<file path="config.mk">
export PLATFORM = sky130hd
export DESIGN_NAME = enc16x4_serializer
export DESIGN_NICKNAME = d
export VERILOG_FILES = /design/src/rtl/enc_pkg.sv /design/src/rtl/prio_enc16x4.sv /design/src/rtl/enc16x4_serializer.sv
export SDC_FILE = /design/constraint.sdc
export NUM_CORES = 1
export LEC_CHECK = 0
export BUFFER_PORTS_ARGS = -buffer_cell sky130_fd_sc_hd__clkbuf_2
export CELL_PAD_IN_SITES_DETAIL_PLACEMENT = 1
export CELL_PAD_IN_SITES_GLOBAL_PLACEMENT = 2
export CORE_UTILIZATION = 33
export DETAILED_ROUTE_END_ITERATION = 10
export GPL_ROUTABILITY_DRIVEN = 0
export GPL_TIMING_DRIVEN = 0
export PLACE_DENSITY_LB_ADDON = 0.1
export SLEW_MARGIN = 20
export SYNTH_ARGS = -nofsm -noshare
export SYNTH_HDL_FRONTEND = slang
export SYNTH_SLANG_ARGS = --single-unit
</file>
<file path="constraint.sdc">
create_clock -name clk -period 5.29 [get_ports clk]
set_input_delay 0.529 -clock clk [delete_from_list [all_inputs] [get_ports clk]]
set_output_delay 0.529 -clock clk [all_outputs]
set_load 0.1 [all_outputs]
</file>
<file path="src/rtl/enc_pkg.sv">
// Shared constants, state encoding and bit helpers for the 16-to-4 encoder
// serializer and its priority-encoder tree.
package enc_pkg;

  localparam int N = 16;
  localparam int W = 4;

  typedef enum logic {
    IDLE = 1'b0,
    EMIT = 1'b1
  } state_e;

  // Clears the lowest set bit; result is zero iff at most one bit was set.
  function automatic logic [N-1:0] lowbit_clear(input logic [N-1:0] vec);
    return vec & (vec - {{(N-1){1'b0}}, 1'b1});
  endfunction

endpackage

</file>
<file path="src/rtl/prio_enc16x4.sv">
// Combinational 16-to-4 priority encoder, lowest index wins. Two levels of
// 4-input encoders, mirroring the 2x4 structure of the 4-to-16 decoder.
module prio_enc16x4
  import enc_pkg::*;
(
  input  logic [N-1:0] vec,
  output logic [W-1:0] code,
  output logic         any
);

  // Returns {any, index} of the lowest set bit of a 4-bit group.
  function automatic logic [2:0] pe4(input logic [3:0] v);
    logic [2:0] r;
    r = 3'b000;
    if (v[0])      r = 3'b100;
    else if (v[1]) r = 3'b101;
    else if (v[2]) r = 3'b110;
    else if (v[3]) r = 3'b111;
    return r;
  endfunction

  logic [3:0] grp_any;
  logic [1:0] grp_idx [4];
  logic [1:0] grp_sel;

  always_comb begin
    for (int g = 0; g < 4; g++) begin
      {grp_any[g], grp_idx[g]} = pe4(vec[g*4 +: 4]);
    end
  end

  // An empty vector selects group 0 whose index is 0, so code is 0 too.
  always_comb begin
    {any, grp_sel} = pe4(grp_any);
    code           = {grp_sel, grp_idx[grp_sel]};
  end

endmodule

</file>
<file path="src/rtl/enc16x4_serializer.sv">
// Accepts a multi-hot request vector and emits the index of every set bit,
// lowest first, one per out_valid/out_ready handshake.
module enc16x4_serializer #(
  parameter int N = 16,
  parameter int W = 4
) (
  input  logic         clk,
  input  logic         rst_n,
  input  logic         in_valid,
  output logic         in_ready,
  input  logic [N-1:0] in_vec,
  output logic         out_valid,
  input  logic         out_ready,
  output logic [W-1:0] out_code,
  output logic         out_last,
  output logic         zero_seen,
  output logic         busy
);

  import enc_pkg::*;

  state_e       state_q, state_d;
  logic [N-1:0] pending_q, pending_d;
  logic         zero_q, zero_d;
  logic [W-1:0] enc_code;
  logic         enc_any;
  logic         last_bit;

  prio_enc16x4 u_prio (
    .vec  (pending_q),
    .code (enc_code),
    .any  (enc_any)
  );

  assign last_bit = (lowbit_clear(pending_q) == '0);

  always_ff @(posedge clk or negedge rst_n) begin
    if (!rst_n) begin
      state_q   <= IDLE;
      pending_q <= '0;
      zero_q    <= 1'b0;
    end else begin
      state_q   <= state_d;
      pending_q <= pending_d;
      zero_q    <= zero_d;
    end
  end

  always_comb begin
    state_d   = state_q;
    pending_d = pending_q;
    zero_d    = 1'b0;
    in_ready  = 1'b0;
    out_valid = 1'b0;
    busy      = 1'b0;
    case (state_q)
      IDLE: begin
        in_ready = 1'b1;
        if (in_valid) begin
          if (in_vec != '0) begin
            pending_d = in_vec;
            state_d   = EMIT;
          end else begin
            zero_d = 1'b1;
          end
        end
      end
      EMIT: begin
        out_valid = 1'b1;
        busy      = 1'b1;
        // Returning to IDLE only after the handshake gives a one-cycle bubble.
        if (out_ready) begin
          pending_d = lowbit_clear(pending_q);
          if (last_bit) state_d = IDLE;
        end
      end
      default: begin
        state_d   = IDLE;
        pending_d = '0;
      end
    endcase
  end

  // Code and last flag are forced low outside EMIT so idle outputs are clean.
  assign out_code  = (out_valid && enc_any) ? enc_code : '0;
  assign out_last  = out_valid && last_bit;
  assign zero_seen = zero_q;

endmodule

</file>
==> qor.yml <==
grt_pass1_wl_um: 6390
dp_hpwl_um: 2990
startpoint_type: "flop"
synth_warnings: 0
fillers: 450
setup_viol: 0
synth_edf_count: 0
finClkSkew_ps: 6.46
drt_first_iter_violations: 29
crit_type: "reg2out"
drt-total-wl_um: 3920
synthFlopType: "dfrtp_1"
maxCapViolCount: 0
first_pass_iters: 4
seqCellArea_sq_um: 450
relSlewSlack_pct: 46.5
drc: 0
use_met1_pct: 30.7
multi_input_area_sq_um: 712
via_per_inst: 5.68
dp_cells: 215
hold_viol: 0
cts_sinks: 18
diodes: 0
gr-usage-met2_pct: 33.6
fmax_mhz: 303
grt_max_degree: 19
maxSlewViolCount: 0
cts_tree: "built"
busiest_layer: "met2"
antenna_found_initial: 0
crit_path_end_kind: "primary output"
synth_seq_cells: 18
critPathMaxFanout: 9
clock_path_buffers: 2
arrival_ps: 2770
status: "finished, final reports clean"
hold_buffers: 0
met3_usage_pct: 2.54
cts_buffers: 3
grt_overflow_total: 0
holdCritPathClass: "in2async"
grtUsageTotal_pct: 21.6
core_area_sq_mm: 0.00347
layout.nets: 194
syn-num-nets: 161
fp.dieH_um: 63.1
synth_area_per_cell_sq_um: 8.74
root_buffer: "clkbuf_8"
synth_cell_types: 51
netlist_area_sq_mm: 0.00123
worstSkewPairLatency_ps: 260
finalSetupTns_ps: 0
seq_area_frac_synth_pct: 36.5
area_growth_pct: 20.5
r2r_cells: 5
synth_cells: 141
rows: 21
layout_min_cycle_time_ps: 3300
grt_pass1_vias: 1236
port_buffers: 28
post_cts_buffers: 0
vias: 1245
pin_count: 29
ant_nets: 0
wire_per_inst_um: 17.9
drive_gt1_share_pct: 27.7
post_cts_resized: 0
fin_crit_sh_pct: 62.3
die_w_um: 63.1
path_clk_slew_ps: 80
stdcell_count: 219
start_util_pct: 35.5
htreeDepth: 1
worst_ep_required_time_ps: 4760
rsz0062_at_grt: "false"
die-area_sq_mm: 0.00398
ys_async_sr_fraction_pct: 100
worstMarginPinSlew_ps: 796
-- state kept, by name, summed over array words and instances, names as in the netlist --
signal	cells
pending_q	16
state_q	1
zero_seen	1
-- layer usage --
| layer | part of all wire [%] | vias to the layer above |
|---|---|---|
| met5 | 0 | - |
| met4 | 1.0 | 0 |
| met3 | 2.7 | 4 |
| met2 | 47 | 20 |
| met1 | 49 | 612 |
| li1 | - | 609 |
-- Yosys cell counts (2+ instances only) --
library cell,instances,area (sq um)
inv_1,4,15.0
a21oi_1,10,50.1
nand2b_1,3,18.8
nand4_1,2,12.5
a211oi_1,4,30.0
clkbuf_2,2,10.0
a22o_1,8,70.1
nand2_1,17,63.8
o21ai_1,2,10.0
nor2_1,9,33.8
o21bai_1,2,15.0
o22ai_1,3,18.8
nor4_1,6,37.5
dfrtp_1,18,450
nor4_2,2,25.0
a21o_1,2,15.0
or4_4,2,22.5
o21ai_0,11,55.1
nor3_1,2,10.0
-- metrics by stage --
stage	cell area [sq um]	worst slack [ps]	util (%)	hold slack (ps)
CTS	1490	1970	42.8	231
finish	1490	1990	42.8	210
global route	1490	1710	42.8	252
detailed placement	1430	2280	41.2	520
global placement	1430	2300	41.2	521
floorplan	1230	564	-	233
-- final timing paths --
check	end	start	slack, ps
setup reg to reg	state_q$_DFF_PN0_	pending_q[2]$_DFFE_PN0P_	2980
hold reg to reg	pending_q[15]$_DFFE_PN0P_	pending_q[15]$_DFFE_PN0P_	610
setup / recovery	out_last	pending_q[2]$_DFFE_PN0P_	1990
max in group asynchronous	zero_seen$_DFF_PN0_	rst_n	4740
hold / removal	pending_q[10]$_DFFE_PN0P_	rst_n	210
min in group clk	pending_q[10]$_DFFE_PN0P_	in_vec[10]	480
-- placed cells by master (no fill, tap or decap), types with 3 or more instances in the layout --
cell type / synthesis / layout
o22ai_1: 3 / 3
a22o_1: 8 / 8
a21oi_1: 10 / 10
clkbuf_8: 1 / 5
nand2_1: 17 / 17
nor4_1: 6 / 6
clkbuf_2: 2 / 30
a211oi_1: 4 / 4
nand2b_1: 3 / 3
dfrtp_1: 18 / 18
inv_1: 4 / 4
o21ai_0: 11 / 11
nor2_1: 9 / 9
-- worst max-delay path: stages (launching register included) --
cell and delay, ps:
dfrtp_1 460, nor4_2 750, nand3_2 220, a211oi_1 260, o211ai_1 150, nor3_1 180, clkbuf_2 480
-- area by class of cell --
cell class	instances	area share, %
Timing Repair Buffer	28	9.44
Buffer	7	3.45
Multi-Input combinational cell	111	47.9
Tap cell	46	3.88
Clock buffer	4	3.71
Inverter	5	1.26
Sequential cell	18	30.3
-- kinds of logic after synthesis --
kind of cell,synth area share (%)
simple gates,25.3
compound gates,30.9
flops,36.5
buf+inv,5.68
mux,0.812
fa+ha+maj,0.812
Power is not shown: default switching activity piles up to over one toggle a cycle in this logic, so the estimate is an artifact.
